===== src/rtl/dmem_access_unit_pkg.sv =====
// Shared types for the data-memory access unit: size codes, LSU FSM states
// and the write-buffer entry layout (sized for the widest data path).
package dmem_access_unit_pkg;

  localparam logic [1:0] MEM_SIZE_B = 2'b00;
  localparam logic [1:0] MEM_SIZE_H = 2'b01;
  localparam logic [1:0] MEM_SIZE_W = 2'b10;
  localparam logic [1:0] MEM_SIZE_D = 2'b11;

  localparam int MAX_DATA_W = 64;
  localparam int MAX_STRB_W = MAX_DATA_W / 8;

  typedef enum logic [2:0] {
    S_IDLE    = 3'd0,
    S_WR_REQ  = 3'd1,
    S_WR_WAIT = 3'd2,
    S_RD_REQ  = 3'd3,
    S_RD_WAIT = 3'd4,
    S_RD_DONE = 3'd5
  } lsu_state_t;

  // A 32-bit data path leaves the upper strobe/data bits of an entry at zero.
  typedef struct packed {
    logic [31:0]           addr;
    logic [1:0]            size;
    logic [MAX_STRB_W-1:0] wstrb;
    logic [MAX_DATA_W-1:0] wdata;
  } wbuf_entry_t;

  function automatic logic [7:0] size_mask(input logic [1:0] size);
    case (size)
      MEM_SIZE_B: return 8'h01;
      MEM_SIZE_H: return 8'h03;
      MEM_SIZE_W: return 8'h0F;
      default:    return 8'hFF;
    endcase
  endfunction

endpackage


===== src/rtl/dmem_access_unit_wbuf.sv =====
// Posted-store FIFO. Push is ignored when full and pop when empty; a pop
// never frees a slot for a push in the same cycle.
module dmem_wbuf
  import dmem_access_unit_pkg::*;
#(
  parameter  int DEPTH = 4,
  localparam int PTR_W = $clog2(DEPTH)
) (
  input  logic           clk,
  input  logic           resetn,
  input  logic           i_push,
  input  wbuf_entry_t    i_entry,
  input  logic           i_pop,
  output wbuf_entry_t    o_head,
  output logic           o_full,
  output logic           o_empty,
  output logic [PTR_W:0] o_count
);

  wbuf_entry_t      r_mem [DEPTH];
  logic [PTR_W-1:0] r_wr_ptr;
  logic [PTR_W-1:0] r_rd_ptr;
  logic [PTR_W:0]   r_count;
  logic             w_push;
  logic             w_pop;

  assign o_full  = (r_count == (PTR_W+1)'(DEPTH));
  assign o_empty = (r_count == '0);
  assign o_count = r_count;
  assign o_head  = r_mem[r_rd_ptr];
  assign w_push  = i_push & ~o_full;
  assign w_pop   = i_pop & ~o_empty;

  always_ff @(posedge clk or negedge resetn) begin
    if (!resetn) begin
      r_wr_ptr <= '0;
      r_rd_ptr <= '0;
      r_count  <= '0;
    end else begin
      if (w_push) r_wr_ptr <= r_wr_ptr + 1'b1;
      if (w_pop)  r_rd_ptr <= r_rd_ptr + 1'b1;
      case ({w_push, w_pop})
        2'b10:   r_count <= r_count + 1'b1;
        2'b01:   r_count <= r_count - 1'b1;
        default: ;
      endcase
    end
  end

  always_ff @(posedge clk) begin
    if (w_push) r_mem[r_wr_ptr] <= i_entry;
  end

endmodule


===== src/rtl/dmem_access_unit.sv =====
// MEM-stage load/store unit: aligns stores into a posted write buffer, runs one
// outstanding req/addr_ok/data_ok bus transaction, and extends load results.
module dmem_access_unit
  import dmem_access_unit_pkg::*;
#(
  parameter int DATA_W     = 32,
  parameter int WBUF_DEPTH = 4
) (
  input  logic                clk,
  input  logic                resetn,
  input  logic                mem_valid,
  input  logic                mem_wr,
  input  logic [1:0]          mem_size,
  input  logic                mem_unsigned,
  input  logic [31:0]         mem_addr,
  input  logic [DATA_W-1:0]   mem_wdata,
  input  logic                mem_flush,
  output logic                mem_stall,
  output logic [DATA_W-1:0]   mem_rdata,
  output logic                mem_rdata_valid,
  output logic                adel,
  output logic                ades,
  output logic                wbuf_empty,
  output logic                data_req,
  output logic                data_wr,
  output logic [1:0]          data_size,
  output logic [31:0]         data_addr,
  output logic [DATA_W/8-1:0] data_wstrb,
  output logic [DATA_W-1:0]   data_wdata,
  input  logic                data_addr_ok,
  input  logic                data_data_ok,
  input  logic [DATA_W-1:0]   data_rdata,
  output lsu_state_t          o_dbg_state
);

  localparam int NB    = DATA_W / 8;
  localparam int OFF_W = $clog2(NB);
  localparam int CNT_W = $clog2(WBUF_DEPTH) + 1;

  lsu_state_t        r_state;
  logic              r_req, r_wr;
  logic [1:0]        r_size;
  logic [31:0]       r_addr;
  logic [NB-1:0]     r_wstrb;
  logic [DATA_W-1:0] r_wdata, r_rdata;
  logic              r_rvalid;
  logic [OFF_W-1:0]  r_ld_off;
  logic [1:0]        r_ld_size;
  logic              r_ld_unsigned, r_ld_kill;

  logic [OFF_W-1:0]  w_off;
  logic              w_misaligned, w_load_req, w_store_req;
  logic              w_fifo_full, w_fifo_empty, w_pop;
  logic [CNT_W-1:0]  w_count;
  logic [7:0]        w_mask8;
  logic [63:0]       w_src64, w_src_msk, w_rd64, w_rd_sh, w_ld_ext;
  logic              w_ld_sign;
  wbuf_entry_t       w_entry, w_head;
  logic              w_unused;

  assign w_off = mem_addr[OFF_W-1:0];

  always_comb begin
    w_misaligned = 1'b0;
    case (mem_size)
      MEM_SIZE_B: w_misaligned = 1'b0;
      MEM_SIZE_H: w_misaligned = mem_addr[0];
      MEM_SIZE_W: w_misaligned = |mem_addr[1:0];
      default:    w_misaligned = (DATA_W == 32) || (|mem_addr[2:0]);
    endcase
  end

  assign adel        = mem_valid & ~mem_wr & w_misaligned;
  assign ades        = mem_valid &  mem_wr & w_misaligned;
  assign w_load_req  = mem_valid & ~mem_wr & ~w_misaligned & ~mem_flush;
  assign w_store_req = mem_valid &  mem_wr & ~w_misaligned & ~mem_flush;

  // Fullness is the registered count, so a same-cycle pop cannot admit a store.
  assign mem_stall = (w_store_req & w_fifo_full) |
                     (w_load_req & (r_state != S_RD_DONE));

  always_comb begin
    w_mask8   = size_mask(mem_size);
    w_src64   = 64'(mem_wdata);
    w_src_msk = '0;
    for (int i = 0; i < 8; i++)
      w_src_msk[i*8 +: 8] = w_mask8[i] ? w_src64[i*8 +: 8] : 8'h00;
    w_entry       = '0;
    w_entry.addr  = mem_addr;
    w_entry.size  = mem_size;
    w_entry.wstrb = w_mask8 << w_off;
    w_entry.wdata = w_src_msk << {w_off, 3'b000};
  end

  assign w_pop = (r_state == S_WR_REQ) & data_addr_ok;

  dmem_wbuf #(
    .DEPTH (WBUF_DEPTH)
  ) u_wbuf (
    .clk     (clk),
    .resetn  (resetn),
    .i_push  (w_store_req),
    .i_entry (w_entry),
    .i_pop   (w_pop),
    .o_head  (w_head),
    .o_full  (w_fifo_full),
    .o_empty (w_fifo_empty),
    .o_count (w_count)
  );

  always_comb begin
    w_rd64    = 64'(data_rdata);
    w_rd_sh   = w_rd64 >> {r_ld_off, 3'b000};
    w_ld_sign = 1'b0;
    w_ld_ext  = w_rd_sh;
    case (r_ld_size)
      MEM_SIZE_B: begin
        w_ld_sign = ~r_ld_unsigned & w_rd_sh[7];
        w_ld_ext  = {{56{w_ld_sign}}, w_rd_sh[7:0]};
      end
      MEM_SIZE_H: begin
        w_ld_sign = ~r_ld_unsigned & w_rd_sh[15];
        w_ld_ext  = {{48{w_ld_sign}}, w_rd_sh[15:0]};
      end
      MEM_SIZE_W: begin
        w_ld_sign = ~r_ld_unsigned & w_rd_sh[31];
        w_ld_ext  = {{32{w_ld_sign}}, w_rd_sh[31:0]};
      end
      default: w_ld_ext = w_rd_sh;
    endcase
  end

  // Bus registers are only loaded in IDLE, so they hold steady until addr_ok.
  always_ff @(posedge clk or negedge resetn) begin
    if (!resetn) begin
      r_state       <= S_IDLE;
      r_req         <= 1'b0;
      r_wr          <= 1'b0;
      r_size        <= 2'b00;
      r_addr        <= '0;
      r_wstrb       <= '0;
      r_wdata       <= '0;
      r_rdata       <= '0;
      r_rvalid      <= 1'b0;
      r_ld_off      <= '0;
      r_ld_size     <= 2'b00;
      r_ld_unsigned <= 1'b0;
      r_ld_kill     <= 1'b0;
    end else begin
      r_rvalid <= 1'b0;
      case (r_state)
        S_IDLE: begin
          if (!w_fifo_empty) begin
            r_state <= S_WR_REQ;
            r_req   <= 1'b1;
            r_wr    <= 1'b1;
            r_addr  <= w_head.addr;
            r_size  <= w_head.size;
            r_wstrb <= w_head.wstrb[NB-1:0];
            r_wdata <= w_head.wdata[DATA_W-1:0];
          end else if (w_load_req) begin
            r_state       <= S_RD_REQ;
            r_req         <= 1'b1;
            r_wr          <= 1'b0;
            r_addr        <= mem_addr;
            r_size        <= mem_size;
            r_wstrb       <= '0;
            r_wdata       <= '0;
            r_ld_off      <= w_off;
            r_ld_size     <= mem_size;
            r_ld_unsigned <= mem_unsigned;
            r_ld_kill     <= 1'b0;
          end
        end
        S_WR_REQ: begin
          if (data_addr_ok) begin
            r_req   <= 1'b0;
            r_state <= S_WR_WAIT;
          end
        end
        S_WR_WAIT: begin
          if (data_data_ok) r_state <= S_IDLE;
        end
        S_RD_REQ: begin
          if (mem_flush) r_ld_kill <= 1'b1;
          if (data_addr_ok) begin
            r_req   <= 1'b0;
            r_state <= S_RD_WAIT;
          end
        end
        S_RD_WAIT: begin
          if (data_data_ok) begin
            if (r_ld_kill | mem_flush) begin
              r_state <= S_IDLE;
            end else begin
              r_rdata  <= w_ld_ext[DATA_W-1:0];
              r_rvalid <= 1'b1;
              r_state  <= S_RD_DONE;
            end
          end else if (mem_flush) begin
            r_ld_kill <= 1'b1;
          end
        end
        S_RD_DONE: r_state <= S_IDLE;
        default:   r_state <= S_IDLE;
      endcase
    end
  end

  assign data_req        = r_req;
  assign data_wr         = r_wr;
  assign data_size       = r_size;
  assign data_addr       = r_addr;
  assign data_wstrb      = r_wstrb;
  assign data_wdata      = r_wdata;
  assign mem_rdata       = r_rdata;
  assign mem_rdata_valid = r_rvalid;
  assign wbuf_empty      = w_fifo_empty & (r_state == S_IDLE);
  assign o_dbg_state     = r_state;

  // Upper entry/extension bits are dead on a 32-bit path; count is diagnostic.
  assign w_unused = ^{w_ld_ext, w_head.wstrb, w_head.wdata, w_count};

endmodule


===== config.mk =====
export PLATFORM = sky130hd
export DESIGN_NAME = dmem_access_unit
export DESIGN_NICKNAME = d
export VERILOG_FILES = /design/src/rtl/dmem_access_unit_pkg.sv /design/src/rtl/dmem_access_unit_wbuf.sv /design/src/rtl/dmem_access_unit.sv
export SDC_FILE = /design/constraint.sdc
export NUM_CORES = 1
export LEC_CHECK = 0
export BUFFER_PORTS_ARGS = -buffer_cell sky130_fd_sc_hd__buf_2
export CAP_MARGIN = 40
export CORE_MARGIN = 4
export CORE_UTILIZATION = 33
export CTS_CLUSTER_DIAMETER = 40
export DETAILED_ROUTE_END_ITERATION = 6
export GPL_TIMING_DRIVEN = 0
export PLACE_DENSITY_LB_ADDON = 0.1
export SKIP_LAST_GASP = 1
export SLEW_MARGIN = 20
export SYNTH_ARGS = -nofsm -noshare
export SYNTH_HDL_FRONTEND = slang
export SYNTH_SLANG_ARGS = --single-unit

===== constraint.sdc =====
create_clock -name clk -period 7.8 [get_ports clk]
set_input_delay 1.56 -clock clk [delete_from_list [all_inputs] [get_ports clk]]
set_output_delay 1.56 -clock clk [all_outputs]
set_load 0.005 [all_outputs]

Yosys cells after proc, flatten, opt, wreduce, memory -nomap -nowiden
Memory sizes are Yosys's and may differ from the RTL's. Index checks and enable logic that the tools add are counted.

Flip-flop bits (word level): 121. Memory bits (writable): 424. Bits of input ports: 106. Output and inout port bits: 112. Logic and storage cells: 125. Memories: 1.

Memory list: u_wbuf.r_mem (words 4, width 106, read ports 1, clocked after Yosys merged registers in 0, wr ports 1, line dmem_access_unit_wbuf.sv:20) `wbuf_entry_t r_mem [DEPTH];`.

$add $sub $neg: 4. Equal/unequal tests: 22. Shifts and indexed selects: 3. Mux-type cells: 39. Bitwise logic cells: 25. Reduce and logical (&&, ||, !) cells: 15.

Operators by type and width (number): $mux W32 (4); $pmux W32 S3 (1); $shl A32 B5 Y64 (1); $mux W8 (4); $shr A32 B5 Y32 (1); $pmux W8 S3 (1); $mux W3 (7); $and A1 B1 Y1 (16); $pmux W3 S5 (1); $ne A2 B2 Y1 const B (7); $mux W1 (13); $reduce_and A3 Y1 (3); $mux W4 (2); $shl A8 B2 Y8 (1); $not A1 Y1 (7); $eq A2 B1 Y1 const B (3); $eq A2 B2 Y1 const B (3); $eq A3 B2 Y1 const B (2); $eq A3 B3 Y1 const B (2); $logic_not A3 Y1 (2); $ne A3 B3 Y1 const B (2); $pmux W1 S3 (2); $pmux W3 S2 (1); $reduce_and A5 Y1 (1); other kinds (14) (21).

Logic depth before layout (Yosys ltp)
Depth in word-level cells: 8. Mapped depth: 11. Mapped depth without buffers: 10.

Hierarchy
A second synthesis with hierarchy kept.

Cells, all modules: 1196. Area total of the unflattened synthesis: 21797.2 sq um.

Modules (own cells, without submodules): dmem_wbuf (instances 1, cells each 591, area each 15677.5 sq um, seq. area each 12907.4 sq um); dmem_access_unit (instances 1, cells each 605, area each 6119.6 sq um, seq. area each 2852.7 sq um).

Least setup slack after synthesis
No wires, ideal clock.

Path type: input to register. Start point: input mem_addr[0]. End point: memory u_wbuf.r_mem[0][0] (netlist name) (enable). Library setup time: 0.436 ns. Arrival: 4.182 ns. Data required time: 7.364 ns. Slack: 3.182 ns. Stages on the path: 5. Path buffers: 1. Cells stage by stage: buf_2 -> o21ai_0 -> nand4b_2 -> nor2b_1 -> and2_1.

Cells in the longest elaborated chain, start to end: 8.

Ends and longest elaborated chain: start: declaration (line dmem_access_unit.sv:15) `input logic [31:0] mem_addr,`; $reduce_or A2 Y1 (line dmem_access_unit.sv:68) `MEM_SIZE_W: w_misaligned = |mem_addr[1:0];`; $pmux W1 S3 * (line dmem_access_unit.sv:65) `case (mem_size)`; $not A1 Y1 * (line dmem_access_unit.sv:76) `assign w_store_req = mem_valid & mem_wr & ~w_misaligned & ~mem_flush;`; $and A1 B1 Y1 * (2 in a row) (line dmem_access_unit.sv:76); $and A1 B1 Y1 * (line dmem_access_unit_wbuf.sv:31) `assign w_push = i_push & ~o_full;`; $mux W1 * (line dmem_access_unit_wbuf.sv:51) `if (w_push) r_mem[r_wr_ptr] <= i_entry;`; $mux W1 (implied by the code) * (line dmem_access_unit_wbuf.sv:51); end: declaration (line dmem_access_unit_wbuf.sv:20).

Mark *: on every way between the ends. The rest lies on a longest branch, timed or not.

Worst setup path after layout
Start point: input mem_addr[0]. End point: output mem_stall.

Cells in the longest elaborated chain, start to end: 7. Elaborated cells on any way between the ends: 10. Classes of those cells: mux (1); bitwise (8); reduce/logical (1).

Ends and longest elaborated chain: $reduce_or A2 Y1 (line dmem_access_unit.sv:68); $pmux W1 S3 * (line dmem_access_unit.sv:65); $not A1 Y1 * (line dmem_access_unit.sv:75, dmem_access_unit.sv:76); $and A1 B1 Y1, on equally long branches (2 in a row) (line dmem_access_unit.sv:76, dmem_access_unit.sv:75); $and A1 B1 Y1, on equally long branches (line dmem_access_unit.sv:79, dmem_access_unit.sv:80); $or A1 B1 Y1 * (line dmem_access_unit.sv:79) `assign mem_stall = (w_store_req & w_fifo_full) |`; end: declaration (line dmem_access_unit.sv:18) `output logic mem_stall,`.

Marks and branches as above.

==> flow_summary.yaml <==
global_routing:
  grt_antenna_before_repair: 3
  grt_max_degree: 64
  overflow: 0
  grt_pass1_vias: 10400
  grt_pass1_wl_mm: 68.0
  track_usage: 0.172
logic_synthesis:
  synthArstFlopShare: 0.302
  synth-edff-count: 280
  synth_fa_ha_area_frac: 0.00512
  synth_top_area_cell: "edfxtp_1"
  synth-seq-cells: 401
  synthFlopType: "edfxtp_1"
  synth_top_family_by_area: "multiplexers"
  synth-compound-area-share: 0.0846
  yosys.area_share.simple: 0.0503
  synth_mux_area_frac: 0.127
  synth_top_area_frac: 0.522
  yosys_warnings: 0
  yosysSeqAreaShare: 0.710
  synth_cell_type_count: 48
  synthesis.nets: 1045
  netlist_area_sq_mm: 0.0161
  syn-mean-instance-area_sq_um: 17.3
  synthCells: 933
  netlist_top_cells_area: "edfxtp_1 (52%), dfrtp_1 (19%), mux4_2 (9.9%), o221a_2 (2.4%), a22o_1 (2.0%)"
  synthXorXnorAreaFrac: 0.00326
place:
  place.gp.congestion: 0.871
  portBuffers: 216
  dp.cells: 1769
  dp_hpwl_mm: 29.6
timing:
  fmax_mhz: 228
  period_share: 0.563
  worst_clock_skew_ns: 0.0219
  setup_violations: 0
  tightest_slew_ns: 0.844
  max-slew-margin-rel: 0.432
  fin_crit_ns: 4.39
  rsz0062_at_grt: "false"
  hold_viol: 0
  slew_violations: 0
  fin_tns_setup_ns: 0
  holdWs_ns: 0.484
cts:
  cts_buffer_depth: 3
  cts_resized: 0
  path_clk_slew_ns: 0.04
  cts_tree: "done"
  cts_hold_buf: 0
  clock-root-buffer: "clkbuf_16"
  cts_setup_buffers: 0
  cts_buffers: 66
  htreeDepth: 3
  cts_sinks: 401
  clock_latency_ns: 0.57
setup_path:
  crit_path_end_kind: "primary output"
  path_max_fanout: 7
  start_kind: "input port"
  reg2regPathDepth: 5
  cp-startpoint: "mem_addr[0]"
  r2r_slack_ns: 4.96
  critical_path_class: "input port to primary output"
  arrival_ns: 2.83
  r2r_end: "data_wdata[1]$_DFFE_PN0P_"
  r2r-start: "u_wbuf.r_rd_ptr[1]$_DFFE_PN0P_"
  crit_required_ns: 6.24
outcome:
  status: "finished, final reports clean"
finish:
  diodes: 0
  num-nets-final: 1334
  fill_cells: 4415
  drive_gt1_frac: 0.374
  seqCellArea_sq_mm: 0.0114
  area_growth_pct: 26.4
  fin_cells: 1889
  multiInputGateArea_sq_mm: 0.00437
die:
  rows: 80
  io_pins: 218
  die_w_um: 229
  die_h_um: 229
  die_area_sq_mm: 0.0524
  start_util: 0.335
  coreArea_sq_mm: 0.0480
detailed_routing:
  drtIter0Drc: 749
  dr_total_vias: 9854
  drtPass1Iterations: 5
  drcViolationCount: 0
  routedWlPerCell_um: 24.0
  avgViaCountPerCell: 5.22
  wirelength_mm: 45.3
  ant_nets: 0
worst_hold_path:
  hold_start: "data_req$_DFFE_PN0P_"
  hold_depth: 2
  hold_path_class: "flop to flop"
  whs_endpoint: "data_req$_DFFE_PN0P_"
power_and_ir_drop:
  p_per_area_mw_per_mm2: 385
  p_leak_nw: 7.70
  ir_drop_uv: 126
job:
  maxCapViolCount: 0
-- how the worst max path moves through the flow --
stage                                                to
after floorplan            u_wbuf.r_mem[0][0]$_DFFE_PP_
after global placement    u_wbuf.r_mem[3][25]$_DFFE_PP_
after detailed placement                      mem_stall
after CTS                                    wbuf_empty
after global routing                         wbuf_empty
final                                         mem_stall
-- registers in the layout, summed over array words and instances (netlist names) --
| register | count |
|---|---|
| r_ld_kill | 1 |
| u_wbuf.r_wr_ptr | 2 |
| data_req | 1 |
| data_size | 2 |
| r_ld_size | 2 |
| o_dbg_state | 3 |
| u_wbuf.r_mem | 280 |
| u_wbuf.o_count | 3 |
| u_wbuf.r_rd_ptr | 2 |
| r_ld_unsigned | 1 |
| data_wdata | 32 |
| data_wstrb | 4 |
| r_ld_off | 2 |
| data_addr | 32 |
| data_wr | 1 |
| mem_rdata | 32 |
| mem_rdata_valid | 1 |
-- synth_stat cells (2+ instances only) --
master     number
dfrtp_1       121
nand2b_1        3
and2_1         12
a22o_1         37
buf_1          10
mux2i_1        27
inv_1           9
mux2_4          5
nor3_1          3
buf_2          21
nand3_1        17
clkbuf_1       35
xor2_1          3
xnor2_1         3
or2_2           2
a21oi_1        28
o22ai_1        16
o221a_2        34
nor2b_1        11
nor2_1         35
o31a_1          3
o2bb2ai_1       8
edfxtp_1      280
mux2_2          9
ha_1            5
o21ai_0        14
or3_1          35
a22oi_1         8
mux4_2         71
a211oi_1        9
nand2_1        35
o311ai_0        8
-- cell usage in the layout (no fill, tap or decap), types with 9 or more instances in the layout --
master | synthesis | layout
a211oi_1 | 9 | 9
a21oi_1 | 28 | 28
a22o_1 | 37 | 37
buf_1 | 10 | 10
buf_2 | 21 | 236
clkbuf_1 | 35 | 47
clkbuf_16 | 0 | 69
dfrtp_1 | 121 | 121
edfxtp_1 | 280 | 280
inv_1 | 9 | 9
mux2_2 | 9 | 9
mux2i_1 | 27 | 27
mux4_2 | 71 | 71
nand2_1 | 35 | 35
nand3_1 | 17 | 17
nor2_1 | 35 | 35
nor2b_1 | 11 | 11
o21ai_0 | 14 | 14
o221a_2 | 34 | 34
o22ai_1 | 16 | 16
or3_1 | 35 | 35
-- power by group --
group	switching, mW	leakage [nW]	internal [mW]
logic	1.09	2.59	1.02
clock network	1.02	1.09	1.91
registers	0.188	4.03	2.61
-- kinds of logic after synthesis --
group                      after synthesis
adders and majority gates                6
muxes                                  112
buffers and inverters                   78
and+or+nand+nor                        159
AOI/OAI and AO/OA                      171
xor gates and xnor gates                 6
DFF                                    401
-- stage by stage --
stage                     cell area (sq um)  power (mW)  worst slack (ns)   util
after floorplan                       16100        4.15              3.18      -
after global placement                18000        4.98              1.03  0.374
after detailed placement              18100        5.00              3.40  0.377
after CTS                             20400        7.98              3.29  0.424
after global routing                  20400        8.27              3.22  0.424
final                                 20400        7.83              3.41  0.424
-- critical path: stages --
cell and delay [ns]:
buf_2 0.13, buf_2 0.17, o21ai_0 0.30, nand4b_2 0.26
nor3_1 0.22, buf_2 0.17
-- final cells by class --
class | count | area share
clock inverters | 34 | 0.0198
inverters | 11 | 0.00203
multi-input cells | 454 | 0.214
plain buffers | 67 | 0.0140
repair buffers | 221 | 0.0603
clock buffers | 86 | 0.0904
well taps | 615 | 0.0378
flip-flops and latches | 401 | 0.561
-- metal layers --
layer / vias to the layer above / global-route usage / wire length (um) / share of wire
li1: 4355 / - / - / -
met1: 5107 / 0.240 / 20400 / 0.45
met2: 314 / 0.268 / 21400 / 0.47
met3: 74 / 0.0394 / 2450 / 0.054
met4: 4 / 0.0576 / 963 / 0.021
met5: - / 0 / 23 / 0.00051
No activity file was read; power rests on OpenSTA's default activity.
